<file path="src/rtl/pipeline_stall_controller.sv">
// Pipeline stall controller for a 5-stage MIPS pipeline.
// Converts hazard, multiply, data-memory and branch requests into
// pipeline-register enables, bubble/flush controls and a freeze signal,
// and keeps saturating stall/flush statistics.
module pipeline_stall_controller #(
  parameter int MUL_LATENCY = 4,
  parameter int CNT_WIDTH   = 3,
  parameter int PERF_WIDTH  = 16
) (
  input  logic                  Clk,
  input  logic                  Reset,
  input  logic                  HazardStall,
  input  logic [1:0]            HazardCycles,
  input  logic                  BranchTaken,
  input  logic                  MulStart,
  input  logic                  DMemStall,
  output logic                  PCWrite,
  output logic                  IF_ID_Write,
  output logic                  IF_ID_Flush,
  output logic                  ControlMux,
  output logic                  ID_EX_Write,
  output logic                  ExBubble,
  output logic                  Freeze,
  output logic                  Busy,
  output logic [PERF_WIDTH-1:0] StallCount,
  output logic [PERF_WIDTH-1:0] FlushCount
);

  typedef enum logic [1:0] {
    RUN = 2'd0,
    HAZ = 2'd1,
    MUL = 2'd2
  } state_t;

  // Remaining cycles after the issue cycle of a multiply.
  localparam logic [CNT_WIDTH-1:0] MUL_INIT = CNT_WIDTH'(MUL_LATENCY - 1);
  localparam logic [CNT_WIDTH-1:0] CNT_ONE  = CNT_WIDTH'(1);

  state_t               state_reg, state_next;
  logic [CNT_WIDTH-1:0] cnt_reg, cnt_next;
  logic [CNT_WIDTH-1:0] haz_cycles_ext;

  assign haz_cycles_ext = CNT_WIDTH'(HazardCycles);

  // State and countdown register; an asserted reset aborts any stall.
  always_ff @(posedge Clk or negedge Reset) begin
    if (!Reset) begin
      state_reg <= RUN;
      cnt_reg   <= '0;
    end else begin
      state_reg <= state_next;
      cnt_reg   <= cnt_next;
    end
  end

  // Next-state and output decode; while reset is low the defaults are forced.
  always_comb begin
    state_next  = state_reg;
    cnt_next    = cnt_reg;
    PCWrite     = 1'b1;
    IF_ID_Write = 1'b1;
    ID_EX_Write = 1'b1;
    ControlMux  = 1'b1;
    IF_ID_Flush = 1'b0;
    ExBubble    = 1'b0;
    Freeze      = 1'b0;
    Busy        = 1'b0;
    if (Reset) begin
      Busy = (state_reg != RUN);
      if (DMemStall) begin
        // Whole-pipeline freeze: state and count hold so pending work resumes.
        PCWrite     = 1'b0;
        IF_ID_Write = 1'b0;
        ID_EX_Write = 1'b0;
        Freeze      = 1'b1;
      end else begin
        unique case (state_reg)
          RUN: begin
            if (MulStart) begin
              PCWrite     = 1'b0;
              IF_ID_Write = 1'b0;
              ID_EX_Write = 1'b0;
              ExBubble    = 1'b1;
              state_next  = MUL;
              cnt_next    = MUL_INIT;
            end else if (HazardStall) begin
              PCWrite     = 1'b0;
              IF_ID_Write = 1'b0;
              ControlMux  = 1'b0;
              // A request of 0 or 1 bubbles is a single-cycle stall.
              if (HazardCycles > 2'd1) begin
                state_next = HAZ;
                cnt_next   = haz_cycles_ext - CNT_ONE;
              end
            end else if (BranchTaken) begin
              IF_ID_Flush = 1'b1;
            end
          end
          HAZ: begin
            PCWrite     = 1'b0;
            IF_ID_Write = 1'b0;
            ControlMux  = 1'b0;
            cnt_next    = cnt_reg - CNT_ONE;
            if (cnt_reg == CNT_ONE) state_next = RUN;
          end
          MUL: begin
            PCWrite     = 1'b0;
            IF_ID_Write = 1'b0;
            ID_EX_Write = 1'b0;
            ExBubble    = 1'b1;
            cnt_next    = cnt_reg - CNT_ONE;
            if (cnt_reg == CNT_ONE) state_next = RUN;
          end
          default: begin
            state_next = RUN;
            cnt_next   = '0;
          end
        endcase
      end
    end
  end

  // Saturating statistics: stalled-PC cycles and IF/ID flush cycles.
  always_ff @(posedge Clk or negedge Reset) begin
    if (!Reset) begin
      StallCount <= '0;
      FlushCount <= '0;
    end else begin
      if (!PCWrite && (StallCount != {PERF_WIDTH{1'b1}}))
        StallCount <= StallCount + 1'b1;
      if (IF_ID_Flush && (FlushCount != {PERF_WIDTH{1'b1}}))
        FlushCount <= FlushCount + 1'b1;
    end
  end

endmodule

</file>
<file path="config.mk">
export PLATFORM = sky130hd
export DESIGN_NAME = pipeline_stall_controller
export DESIGN_NICKNAME = d
export VERILOG_FILES = /design/src/rtl/pipeline_stall_controller.sv
export SDC_FILE = /design/constraint.sdc
export NUM_CORES = 1
export LEC_CHECK = 0
export ABC_CLOCK_PERIOD_IN_PS = 2810
export CORE_ASPECT_RATIO = 0.8
export CORE_UTILIZATION = 50
export DETAILED_ROUTE_END_ITERATION = 8
export PLACE_DENSITY_LB_ADDON = 0.08
export SYNTH_ARGS = -nofsm -noshare
export SYNTH_HDL_FRONTEND = slang
export SYNTH_SLANG_ARGS = --single-unit
</file>
<file path="constraint.sdc">
create_clock -name Clk -period 2.81 [get_ports Clk]
set_clock_uncertainty 0.1 [all_clocks]
set_input_delay 0.281 -clock Clk [delete_from_list [all_inputs] [get_ports Clk]]
set_output_delay 0.281 -clock Clk [all_outputs]
set_load 0.05 [all_outputs]
</file>
==> results.md <==
* Leak Pwr at 1.20 nW
* Total GRT Usage at 0.220
* Clk Tree Root Cell: clkbuf_8
* Post-Syn Nets at 222
* Power Internal at 1.15 mW
* HP Class: in -> async
* Reg2Reg Launch Point: state_reg[0]$_DFFE_PN0P_
* Total wire length at 4140 µm
* Clock network power share at 0.184
* Count of final max-slew check failures at 0
* Cell variety after synth at 44
* Net Sw Frac at 0.414
* Starting Density at 0.534
* Fin Setup TNS at 0 ps
* Synth area leaders: dfrtp_1 (44%), xnor2_1 (7.1%), ha_1 (6.6%), nand2_1 (4.0%), nand3_1 (2.6%)
* Power Total at 1.96 mW
* Gate power share at 0.438
* Count of final setup violators at 0
* Half-perimeter wire length after placement at 3130 µm
* CTS max path bufs at 2
* Iteration-0 DRC Markers at 102
* R2R depth at 6
* Core ar. at 0.00390 mm²
* Vias/cell at 5.31
* I/O pin cnt at 48
* Cell total after placement at 305
* Num rows at 20
* Clock transition at the registers of the reported paths at 70 ps
* Drt drc at 0
* NetSw at 811 µW
* Synthesized area at 0.00209 mm²
* Max Fclk at 403 MHz
* Pin count of the biggest net entering global routing at 26
* DIE AREA at 0.00444 mm²
* Final Non-Filler Cells at 313
* Outcome: finished, final reports clean
* Fraction of layout cells with a size suffix above 1 at 0.112
* Crit path max fanout at 18
* Nature of the critical path endpoint: output pin
* DR WL/cell at 13.2 µm
* Worst Tran Pin Value at 560 ps
* Pwr/cell area at 714 mW/mm²
* Normalized max-slew margin at 0.625
* Count leader, synth: dfrtp_1
* Synth top cells by count: dfrtp_1 (37), nand2_1 (22), xnor2_1 (17)
* Cell accounting for the most synthesized area: dfrtp_1
* Async SR Flop Fraction at 1.00
* Inserted Diodes at 0
* Setup bufs post-CTS at 0
* Worst vdd ir at 0.852 mV
* H-tree levels at 2
* Worst-path cell with the longest stage delay: clkdlybuf4s50_1
* TritonCTS Sinks at 37
* Area delta synth->final at 31.6%
* WP data arrival at 2100 ps
* Flop2flop setup slack at 570 ps
* Post-synth EDFFs at 0
* # nets final at 277
* CTS tree: yes
* Primary FF master, synth: dfrtp_1
* Min cycle time layout at 2480 ps
* Post-Synthesis Cells at 203
* CP startpoint kind: input pin
* RSZ-0062 raised after global routing: false
* Total congestion overflow at 0
* Max Cap Viol at 0
* Crit-path cells: dlygate4sd3_1, buf_2, and2_1, clkdlybuf4s50_1
* Post-route ant nets at 0
* Reg-to-reg endpoint: FlushCount[1]$_DFFE_PN0P_
* CP Class: in -> out
* Sequential fraction of design power at 0.378
* Worst hold-check slack at 335 ps
* Synth Area per Inst at 10.3 µm²
* Die width at 74.2 µm
* Port Buffer Count at 47
* Worst-skew pair later-pin latency at 280 ps
* Synth Warn # at 0
* Global-route wire length before repair at 7280 µm
* Post-synthesis register bit count at 37
* Initial antenna violation count at 0
* CP required at 2430 ps
* Post-synthesis sequential area ratio at 0.444
* RD Place Congestion at 0.811
* CTS Buf Count at 5
* Fin util at 0.703
* Detailed-route via count at 1662
* Initial DRT Pass Iterations at 4
* Max stage delay on crit path at 800 ps
* Fin crit share at 0.883
* Die height at 59.8 µm
* Yosys top cell area share at 0.444
* Final-report hold violation count at 0
* Vias in the first global route at 1554
-- kinds of logic after synthesis --
kind of cell / share of synthesized area
fa+ha+maj: 0.0660
xor+xnor: 0.0966
mux: 0.0312
compound gates: 0.0870
flops: 0.444
buf+inv: 0.0252
simple gates: 0.250
-- timing repair --
action | 4_1_cts | 5_1_grt
endpoints found under the setup margin | 0 | 1
hold buffers | 1 | 0
gates resized for setup | 0 | 1
hold endpoints to repair | 12 | 0
-- worst max-delay path by stage --
| stage | startpoint | to | slack, ps | cells past startpoint |
|---|---|---|---|---|
| global placement | MulStart | ID_EX_Write | 380 | 5 |
| finish | Reset | Freeze | 330 | 4 |
| global route | Reset | Busy | 210 | 4 |
| floorplan | state_reg[0]$_DFFE_PN0P_ | ID_EX_Write | 440 | 5 |
| detailed placement | MulStart | ID_EX_Write | 380 | 5 |
| CTS | state_reg[0]$_DFFE_PN0P_ | ID_EX_Write | 170 | 6 |
-- power by group through the flow --
stage / combinational, mW / sequential [mW] / clock (mW)
5_1_grt: 0.934 / 0.757 / 0.403
2_1_floorplan: 0.368 / 0.964 / 0
3_3_place_gp: 0.858 / 0.745 / 0
4_1_cts: 0.865 / 0.739 / 0.376
3_5_place_dp: 0.859 / 0.747 / 0
6_report: 0.858 / 0.740 / 0.361
-- metrics by stage --
stage	setup slack [ps]	instance area, µm²
final	328	2740
after global placement	377	2650
after detailed placement	384	2650
after global routing	206	2740
after floorplan	441	2090
after CTS	174	2740
-- area by class of cell --
class,instances,area (µm²)
Clock buffer,7,86.3
Fill cell,320,1160
Inverter,12,45.0
Multi-Input combinational cell,153,1110
Sequential cell,37,926
Tap cell,55,68.8
Timing Repair Buffer,49,510
-- per-layer routing --
layer,track usage,routed length [µm],vias to the layer above
met5,0,0,-
met4,0.0566,25,0
met3,0.0624,207,2
met2,0.329,1820,41
met1,0.316,2090,796
li1,-,-,823
-- layout by cell type (no fill, tap or decap), types with 4 or more instances in the layout --
| cell | netlist | routed |
|---|---|---|
| dfrtp_1 | 37 | 37 |
| nand2_1 | 22 | 22 |
| xor2_1 | 6 | 6 |
| mux2_2 | 4 | 4 |
| nand4_1 | 6 | 6 |
| xnor2_1 | 17 | 17 |
| nor2_1 | 7 | 7 |
| clkdlybuf4s50_1 | 0 | 40 |
| clkbuf_8 | 0 | 6 |
| and3_1 | 6 | 6 |
| o21ai_0 | 6 | 6 |
| nand3_1 | 11 | 11 |
| a21oi_1 | 7 | 7 |
| inv_1 | 11 | 11 |
| nand2b_1 | 5 | 5 |
| ha_1 | 11 | 11 |
-- critical path, delay by kind of cell --
kind | cells | cell delay (ps)
and+or+nand+nor | 1 | 180
buffers and inverters | 3 | 1640
Note: power is estimated with default switching activity, not from simulation.
==> variant (config.mk and constraints unchanged) <==
Change the parameter `PERF_WIDTH` from 16 to 14.
--- a/src/rtl/pipeline_stall_controller.sv
+++ b/src/rtl/pipeline_stall_controller.sv
@@ -6,5 +6,5 @@
   parameter int MUL_LATENCY = 4,
   parameter int CNT_WIDTH   = 3,
-  parameter int PERF_WIDTH  = 16
+  parameter int PERF_WIDTH  = 14
 ) (
   input  logic                  Clk,
Interface: changed (resized FlushCount and StallCount); port bits go from 48 to 44. No check against the original RTL was run, so the function may have changed too.
==> variant against the original RTL <==
  * Clock power increased by 47%
  * Hold slack got worse by 0.021 ns
  * Sequential power decreased by 3.1%
  * Synthesized area decreased by 4.6%
  * Wire length increased by 8.7%
  * Worst setup slack got worse by 0.080 ns
  * Critical path type is now reg -> out
  * Register-to-register slack improved by 0.07 ns
  * Total power increased by 16%
  * Sequential cell count decreased by 4
  * Largest cell class unchanged
  * Design area decreased by 3.6%
  * First-iteration DRC count decreased by 3.9%
  * Final cell count decreased by 5.1%
  * Sequential share of layout area decreased by 2.5 points
==> variant: results (changes against the original RTL) <==
status: complete, no violations
worst hold margin: 0.3143 ns (-0.02116 ns)
register area share after synthesis: 41.51% (-2.9 points)
final non-filler cell total: 297 (-5.1%)
die area: 0.004237 mm2 (-4.5%)
Reg power frac: 31.5% (-6.3 points)
clock-net power: 532 uW (+47%)
Syn Inst Count: 190 (-6.4%)
Worst setup SP type: flop
via count: 1,719 (+3.4%)
HPWL after DPL: 3244 um (+3.8%)
crit-path max FO: 7 (-11)
r2r setup slk: 0.64 ns (+0.07 ns)
synth unique cells: 42 (-4.5%)
met2 WL: 2200 um (+21%)
Leakage Power: 0.001123 uW (-6.5%)
post-placement cell count: 288 (-5.6%)
VDD IR max: 785.7 uV (-7.7%)
pre-CTS setup slack: 0.4481 ns (+0.06402 ns)
routing usage on met2: 38.85% (+6.0 points)
Iter 0 DRT Violations: 98 (-3.9%)
syn_nets: 209 (-5.9%)
# port buffers: 43 (-8.5%)
met1 usage in global routing: 29.71% (-1.9 points)
first-pass GRT wire length: 7617 um (+4.6%)
GR Layer Usage met3: 5.479% (-0.76 points)
CP Capture Point: ControlMux
GRT Overall Usage: 23.22% (+1.2 points)
Int Power: 1317 uW (+15%)
final WL: 4505 um (+8.7%)
layout cells sized above 1: 11.98% (+0.74 points)
## variant: changes by cell type in the layout (fill, tap and decap cells not counted), sizes merged, moves of 3 or more
cell,delta
xnor2,-8
nand3b,+3
dfrtp,-4
o21ai,-5
nand3,+3
or3,-4
nand2,-9
nor4,+6
clkdlybuf4s50,-3
xor2,+4
inv,-5
## variant: kinds of logic after synthesis
logic type | share of synthesized area (%)
and+or+nand+nor | 30.57
adders and majority gates | 6.918
DFF | 41.51
muxes | 3.836
xor gates and xnor gates | 8.365
buffers and inverters | 1.887
AOI/OAI and AO/OA | 6.919
## variant: final cells by class
| cell class | count | share of cell area (%) |
|---|---|---|
| multi-input combinational | 148 | 42.59 |
| sequential | 33 | 31.24 |
| timing repair buffer | 46 | 17.51 |
| clock buffer | 5 | 2.603 |
| tap | 55 | 2.603 |
| clock inverter | 3 | 2.461 |
| inverter | 7 | 0.9938 |
